--- config.mk ---
export PLATFORM = sky130hd
export DESIGN_NAME = seg_display_mux_flat
export DESIGN_NICKNAME = d
export VERILOG_FILES = /design/src/rtl/seg_display_if.sv /design/src/rtl/seg_display_mux.sv /design/src/flat_wrapper.sv
export SDC_FILE = /design/constraint.sdc
export NUM_CORES = 1
export LEC_CHECK = 0
export ABC_CLOCK_PERIOD_IN_PS = 3520
export CELL_PAD_IN_SITES_DETAIL_PLACEMENT = 1
export CELL_PAD_IN_SITES_GLOBAL_PLACEMENT = 2
export CORE_MARGIN = 4
export CORE_UTILIZATION = 33
export CTS_BUF_LIST = sky130_fd_sc_hd__clkbuf_16
export CTS_CLUSTER_SIZE = 28
export DETAILED_ROUTE_END_ITERATION = 12
export GPL_TIMING_DRIVEN = 0
export PLACE_DENSITY = 0.89
export REMOVE_ABC_BUFFERS = 1
export SLEW_MARGIN = 15
export SYNTH_ARGS = -nofsm -noshare
export SYNTH_HDL_FRONTEND = slang
export SYNTH_SLANG_ARGS = --single-unit
export TNS_END_PERCENT = 5
--- constraint.sdc ---
create_clock -name clock -period 3.52 [get_ports clock]
set_clock_uncertainty 0.1 [all_clocks]
set_input_delay 0.88 -clock clock [delete_from_list [all_inputs] [get_ports clock]]
set_output_delay 0.88 -clock clock [all_outputs]
set_load 0.05 [all_outputs]
--- src/rtl/seg_display_if.sv ---
// Bundle of the decoded digit patterns, status levels and display drive
// outputs exchanged between the timer logic and the 7-segment multiplexer.
interface seg_display_if;
    logic [6:0] ones_segs;
    logic [6:0] tens_segs;
    logic [6:0] mins_segs;
    logic [6:0] min_tens_segs;
    logic       timer_done;
    logic       mag_on;
    logic [6:0] seg_out;
    logic [3:0] digit_en;
    logic       colon;
    logic       blinking;

    modport master (
        output ones_segs, tens_segs, mins_segs, min_tens_segs, timer_done, mag_on,
        input  seg_out, digit_en, colon, blinking
    );

    modport slave (
        input  ones_segs, tens_segs, mins_segs, min_tens_segs, timer_done, mag_on,
        output seg_out, digit_en, colon, blinking
    );
endinterface

--- src/rtl/seg_display_mux.sv ---
// Time-multiplexed 4-digit 7-segment driver with mm:ss colon and a
// done-flash sequence. Optional build macro LEADING_ZERO_BLANK_EN blanks
// leading zero minute digits (a zero pattern is 7'h3F).
module seg_display_mux #(
    parameter int REFRESH_DIV = 1000,
    parameter int COLON_DIV   = 500,
    parameter int BLINK_DIV   = 250,
    parameter int BLINKS      = 3
) (
    input  logic          clock,
    input  logic          reset,
    seg_display_if.slave  bus
);

    // Widths are floored at 1 so a divider of 1 still yields a legal vector.
    localparam int REF_W = (REFRESH_DIV > 1) ? $clog2(REFRESH_DIV) : 1;
    localparam int COL_W = (COLON_DIV   > 1) ? $clog2(COLON_DIV)   : 1;
    localparam int PH_W  = (BLINK_DIV   > 1) ? $clog2(BLINK_DIV)   : 1;
    localparam int FL_W  = (BLINKS      > 1) ? $clog2(BLINKS)      : 1;

    localparam logic [REF_W-1:0] REF_LAST = REF_W'(REFRESH_DIV - 1);
    localparam logic [COL_W-1:0] COL_LAST = COL_W'(COLON_DIV - 1);
    localparam logic [PH_W-1:0]  PH_LAST  = PH_W'(BLINK_DIV - 1);
    localparam logic [FL_W-1:0]  FL_LAST  = FL_W'(BLINKS - 1);
    localparam logic [6:0]       SEG_ZERO = 7'h3F;

    typedef enum logic [1:0] {IDLE, OFF, ON} state_t;

    state_t           state_q, state_d;
    logic [REF_W-1:0] ref_cnt_q, ref_cnt_d;
    logic [1:0]       idx_q, idx_d;
    logic [COL_W-1:0] col_cnt_q, col_cnt_d;
    logic             col_ph_q, col_ph_d;
    logic [PH_W-1:0]  phase_cnt_q, phase_cnt_d;
    logic [FL_W-1:0]  flash_cnt_q, flash_cnt_d;
    logic             td_dly_q, td_dly_d;
    logic [6:0]       seg_out_q, seg_out_d;
    logic [3:0]       digit_en_q, digit_en_d;
    logic             colon_q, colon_d;
    logic             blinking_q, blinking_d;
    logic             rise;
    logic [6:0]       sel_segs;

    // Next-state logic for the scan, colon and flash FSM plus the registered outputs.
    always_comb begin
        // Digit scan: idx advances once per REFRESH_DIV clocks.
        ref_cnt_d = ref_cnt_q + REF_W'(1);
        idx_d     = idx_q;
        if (ref_cnt_q == REF_LAST) begin
            ref_cnt_d = '0;
            idx_d     = idx_q + 2'd1;
        end

        // Colon: steady on when idle, square wave while the magnetron runs.
        col_cnt_d = '0;
        col_ph_d  = 1'b1;
        if (bus.mag_on) begin
            col_ph_d = col_ph_q;
            if (col_cnt_q == COL_LAST) begin
                col_cnt_d = '0;
                col_ph_d  = ~col_ph_q;
            end else begin
                col_cnt_d = col_cnt_q + COL_W'(1);
            end
        end

        // Flash sequence on the rising edge of timer_done.
        td_dly_d    = bus.timer_done;
        rise        = bus.timer_done & ~td_dly_q;
        state_d     = state_q;
        phase_cnt_d = phase_cnt_q;
        flash_cnt_d = flash_cnt_q;
        case (state_q)
            IDLE: begin
                if (rise) begin
                    state_d     = OFF;
                    phase_cnt_d = '0;
                    flash_cnt_d = '0;
                end
            end
            OFF: begin
                if (phase_cnt_q == PH_LAST) begin
                    state_d     = ON;
                    phase_cnt_d = '0;
                end else begin
                    phase_cnt_d = phase_cnt_q + PH_W'(1);
                end
            end
            ON: begin
                if (phase_cnt_q == PH_LAST) begin
                    phase_cnt_d = '0;
                    if (flash_cnt_q == FL_LAST) begin
                        state_d     = IDLE;
                        flash_cnt_d = '0;
                    end else begin
                        state_d     = OFF;
                        flash_cnt_d = flash_cnt_q + FL_W'(1);
                    end
                end else begin
                    phase_cnt_d = phase_cnt_q + PH_W'(1);
                end
            end
            default: state_d = IDLE;
        endcase
        // Dropping timer_done aborts the flash; it takes priority over a restart.
        if (state_q != IDLE) begin
            if (!bus.timer_done) begin
                state_d     = IDLE;
                phase_cnt_d = '0;
                flash_cnt_d = '0;
            end else if (rise) begin
                state_d     = OFF;
                phase_cnt_d = '0;
                flash_cnt_d = '0;
            end
        end

        // Segment pattern for the slot currently being driven.
        case (idx_q)
            2'd0:    sel_segs = bus.ones_segs;
            2'd1:    sel_segs = bus.tens_segs;
            2'd2:    sel_segs = bus.mins_segs;
            default: sel_segs = bus.min_tens_segs;
        endcase
`ifdef LEADING_ZERO_BLANK_EN
        if (idx_q == 2'd3 && bus.min_tens_segs == SEG_ZERO)
            sel_segs = '0;
        if (idx_q == 2'd2 && bus.min_tens_segs == SEG_ZERO && bus.mins_segs == SEG_ZERO)
            sel_segs = '0;
`endif

        // Outputs follow the next FSM state so they line up with it.
        seg_out_d  = (state_d == OFF) ? 7'd0 : sel_segs;
        digit_en_d = (state_d == OFF) ? 4'd0 : (4'b0001 << idx_q);
        colon_d    = (state_d == OFF) ? 1'b0 : col_ph_d;
        blinking_d = (state_d != IDLE);
    end

    // State and output registers with synchronous reset.
    always_ff @(posedge clock) begin
        if (reset) begin
            state_q     <= IDLE;
            ref_cnt_q   <= '0;
            idx_q       <= '0;
            col_cnt_q   <= '0;
            col_ph_q    <= 1'b1;
            phase_cnt_q <= '0;
            flash_cnt_q <= '0;
            td_dly_q    <= 1'b0;
            seg_out_q   <= '0;
            digit_en_q  <= '0;
            colon_q     <= 1'b0;
            blinking_q  <= 1'b0;
        end else begin
            state_q     <= state_d;
            ref_cnt_q   <= ref_cnt_d;
            idx_q       <= idx_d;
            col_cnt_q   <= col_cnt_d;
            col_ph_q    <= col_ph_d;
            phase_cnt_q <= phase_cnt_d;
            flash_cnt_q <= flash_cnt_d;
            td_dly_q    <= td_dly_d;
            seg_out_q   <= seg_out_d;
            digit_en_q  <= digit_en_d;
            colon_q     <= colon_d;
            blinking_q  <= blinking_d;
        end
    end

    assign bus.seg_out  = seg_out_q;
    assign bus.digit_en = digit_en_q;
    assign bus.colon    = colon_q;
    assign bus.blinking = blinking_q;

endmodule

--- src/flat_wrapper.sv ---
// flat-port wrapper written by rule: the top's interface ports become plain ports
module seg_display_mux_flat 
#(
    parameter int REFRESH_DIV = 1000,
    parameter int COLON_DIV   = 500,
    parameter int BLINK_DIV   = 250,
    parameter int BLINKS      = 3
)
  (clock, reset, bus_ones_segs, bus_tens_segs, bus_mins_segs, bus_min_tens_segs, bus_timer_done, bus_mag_on, bus_seg_out, bus_digit_en, bus_colon, bus_blinking);
  seg_display_if bus_i ();
  input  logic clock;
  input  logic reset;
  input wire logic [$bits(bus_i.ones_segs)-1:0] bus_ones_segs;
  input wire logic [$bits(bus_i.tens_segs)-1:0] bus_tens_segs;
  input wire logic [$bits(bus_i.mins_segs)-1:0] bus_mins_segs;
  input wire logic [$bits(bus_i.min_tens_segs)-1:0] bus_min_tens_segs;
  input wire logic [$bits(bus_i.timer_done)-1:0] bus_timer_done;
  input wire logic [$bits(bus_i.mag_on)-1:0] bus_mag_on;
  output wire logic [$bits(bus_i.seg_out)-1:0] bus_seg_out;
  output wire logic [$bits(bus_i.digit_en)-1:0] bus_digit_en;
  output wire logic [$bits(bus_i.colon)-1:0] bus_colon;
  output wire logic [$bits(bus_i.blinking)-1:0] bus_blinking;
  assign bus_i.ones_segs = bus_ones_segs;
  assign bus_i.tens_segs = bus_tens_segs;
  assign bus_i.mins_segs = bus_mins_segs;
  assign bus_i.min_tens_segs = bus_min_tens_segs;
  assign bus_i.timer_done = bus_timer_done;
  assign bus_i.mag_on = bus_mag_on;
  assign bus_seg_out = bus_i.seg_out;
  assign bus_digit_en = bus_i.digit_en;
  assign bus_colon = bus_i.colon;
  assign bus_blinking = bus_i.blinking;
  seg_display_mux #(.REFRESH_DIV(REFRESH_DIV), .COLON_DIV(COLON_DIV), .BLINK_DIV(BLINK_DIV), .BLINKS(BLINKS)) u_core (.clock(clock), .reset(reset), .bus(bus_i));
endmodule
==> reports/qor.txt <==
Overflow left after global routing: 0
WL final: 5.70 mm
Warnings from Yosys: 0
Most frequent cells in the layout: 48 x dfxtp_1, 44 x clkdlybuf4s50_1, 34 x nor2_1
Quantity of hold-fixing buffers added after cts: 0
Worst path top cell family by delay: compound AO/OA/AOI/OAI gates
Number of distinct library cell variants in the gate-level netlist after synthesis: 46
FMAX: 0.385 GHz
Die span in x: 91.1 µm
First-pass GRT wire length: 9.93 mm
Detailed-route vias per instance: 5.24
Crit path DAT: 2630 ps
Number of global-route vias before repair: 2012
Register-to-Register Setup Slack: 1300 ps
Share of the clock period used by the worst path after layout: 0.737
Final setup fails: 0
Min-Delay Startpoint: u_core.ref_cnt_q[0]
Remaining number of nets flagged by the antenna check after routing: 0
Count of mapped cells out of synthesis: 251
Lkg Pwr: 1.02 nW
Clock tree from TritonCTS: built
Count of nets after finishing: 337
CP cell instances: clkdlybuf4s50_1 -> nand2b_1 -> a31o_2 -> o221ai_2 -> a22oi_1
Clock Latency Late Sink: 280 ps
Master cell of the clock root buffer: clkbuf_16
Worst voltage drop across the vdd grid: 0.163 mV
Seq cells post-synth: 48
Drt wl/cell: 15.2 µm
Count of buffers from port buffering: 44
Largest cells by area after synthesis: dfxtp_1 42%, ha_1 6.6%, nor2_1 5.6%, xnor2_1 4.6%, a21oi_1 4.4%
Most frequently used flop master after synthesis: dfxtp_1
Reg-to-reg startpoint: u_core.state_q[1]
Area share of the largest cell type after synthesis: 0.421
Unrepaired setup endpoints after global routing: no
HPWL Detailed: 4.37 mm
Most common cell after layout, fill and taps aside: dfxtp_1
Final-report hold violation count: 0
Count of flip-flops with a built-in enable after synthesis: 0
Num CTS Buffers: 5
Required time of the critical path: 3550 ps
Relative area change from synthesis to final layout: 27.1%
Total via count in the routed design: 1958
Antenna fix cells: 0
Average cell area after synthesis: 9.09 µm²
Initial standard-cell utilization of the core: 0.338
Core Footprint: 6760 µm²
Number of buffers inserted to repair setup after CTS: 0
Pin count of the biggest net entering global routing: 15
Violation count after the first detailed-routing iteration: 79
Post-synth ARST share: 0
Fin. max-slew vios: 0
Buffers plus inverters on the worst setup path: 1
Max cap viols: 0
Crit path max-delay cell type: clkdlybuf4s50_1
Cell taking the most area after synthesis: dfxtp_1
Die ar.: 8310 µm²
Register area share after synthesis: 0.421
Number of clock sinks seen by CTS: 48
Slew HR: 0.507
Delay of the slowest cell on the worst path: 580 ps
Placement row count: 30
Fraction of final layout cells with drive strength greater than 1: 0.0408
Total placed instance area: 2760 µm²
DRC: 0
Worst Tran Pin Value: 739 ps
Final Instance Area: 2900 µm²
Number of antenna violations at the first check in global routing: 0
I/O pin count: 45
Synth Cell Area: 2280 µm²
Clock slew at the register clock pins of the worst setup and hold paths: 60 ps
Initial DRT Pass Iterations: 4
Power per cell area: 399 nW/µm²
Critical path origin: bus_timer_done
Outcome: complete, no violations
Minimum clock period: 2590 ps
RePlAce Congestion: 0.753
Number of buffers on the longest clock path: 2
Type of element launching the critical path: input pin
Die boundary height: 91.1 µm
H-tree levels: 2
Total routing usage reported by global routing: 0.147
Hold Crit Class: flip-flop to flip-flop
Accumulated negative setup slack: 0 ps
# resized after CTS: 0
CP Class: input pin to flip-flop
Critical Path Sink Type: flip-flop
Biggest fanout along the worst timing path: 14
-- metrics by stage --
step                std cells  hold WS [ps]  utilization  total power, mW  worst slack [ps]
global placement          366           332        0.409            0.725               704
finish                    374           353        0.429             1.16               926
CTS                       374           352        0.429             1.18               972
detailed placement        366           343        0.409            0.727               667
floorplan                 242           318            -            0.657              1560
global route              374           376        0.429             1.22               799
-- logic make-up after synthesis --
group / share of synthesized area
compound gates: 0.195
flops: 0.421
simple gates: 0.199
fa+ha+maj: 0.0658
mux: 0.0132
xor+xnor: 0.0653
buf+inv: 0.0406
-- worst reg2reg max path, stage by stage, from the launching register on --
cell,delay (ps)
dfxtp_1,410
inv_1,90
ha_1,320
o21ai_0,250
o21ai_0,180
o221ai_2,540
a22oi_1,180
-- flip-flops by register name, indices dropped and copies added (netlist names) --
signal / count
u_core.idx_q: 2
u_core.bus.seg_out: 7
u_core.state_q: 2
u_core.td_dly_q: 1
u_core.flash_cnt_q: 2
u_core.bus.colon: 1
u_core.col_cnt_q: 9
u_core.phase_cnt_q: 8
u_core.bus.blinking: 1
u_core.bus.digit_en: 4
u_core.col_ph_q: 1
u_core.ref_cnt_q: 10
-- path summary, 6_finish.rpt --
path | cells after the start | to
min | 1 | u_core.ref_cnt_q[0]
max reg2reg | 6 | u_core.bus.colon
min reg2reg | 1 | u_core.ref_cnt_q[0]
max | 5 | u_core.bus.colon
-- layout make-up --
cell class,count,area (µm²)
Timing Repair Buffer,44,440
Fill cell,794,3860
Clock inverter,3,11.3
Sequential cell,48,961
Inverter,9,33.8
Tap cell,80,100
Multi-Input combinational cell,185,1230
Clock buffer,5,125
-- synthesized netlist by cell type, types with 2 or more instances --
master,number
nand2b_1,4
xor2_1,5
nand4_1,2
nor3_1,9
inv_1,9
nand3_1,13
clkbuf_1,4
a311oi_1,3
xnor2_1,12
nand2_1,16
nand3b_1,2
mux2i_1,3
a211oi_1,5
ha_1,12
buf_6,3
or3_1,2
dfxtp_1,48
a222oi_1,7
nor2b_1,2
nor2_1,34
a31oi_1,2
buf_2,2
a41oi_1,3
a21oi_1,20
and3_1,3
o221ai_2,2
o21ai_0,5
-- per-layer routing --
layer	global-route usage	share of wire	vias to the layer above
li1	-	-	990
met1	0.185	0.47	936
met2	0.244	0.49	26
met3	0.0414	0.028	6
met4	0.0402	0.011	0
met5	0	0	-
-- report_power, final --
| group | internal [mW] | switching, mW |
|---|---|---|
| clock | 0.255 | 0.187 |
| sequential | 0.558 | 0.00794 |
| combinational | 0.0681 | 0.0797 |
| total | 0.882 | 0.275 |
Power figures use the tool's default switching activity.
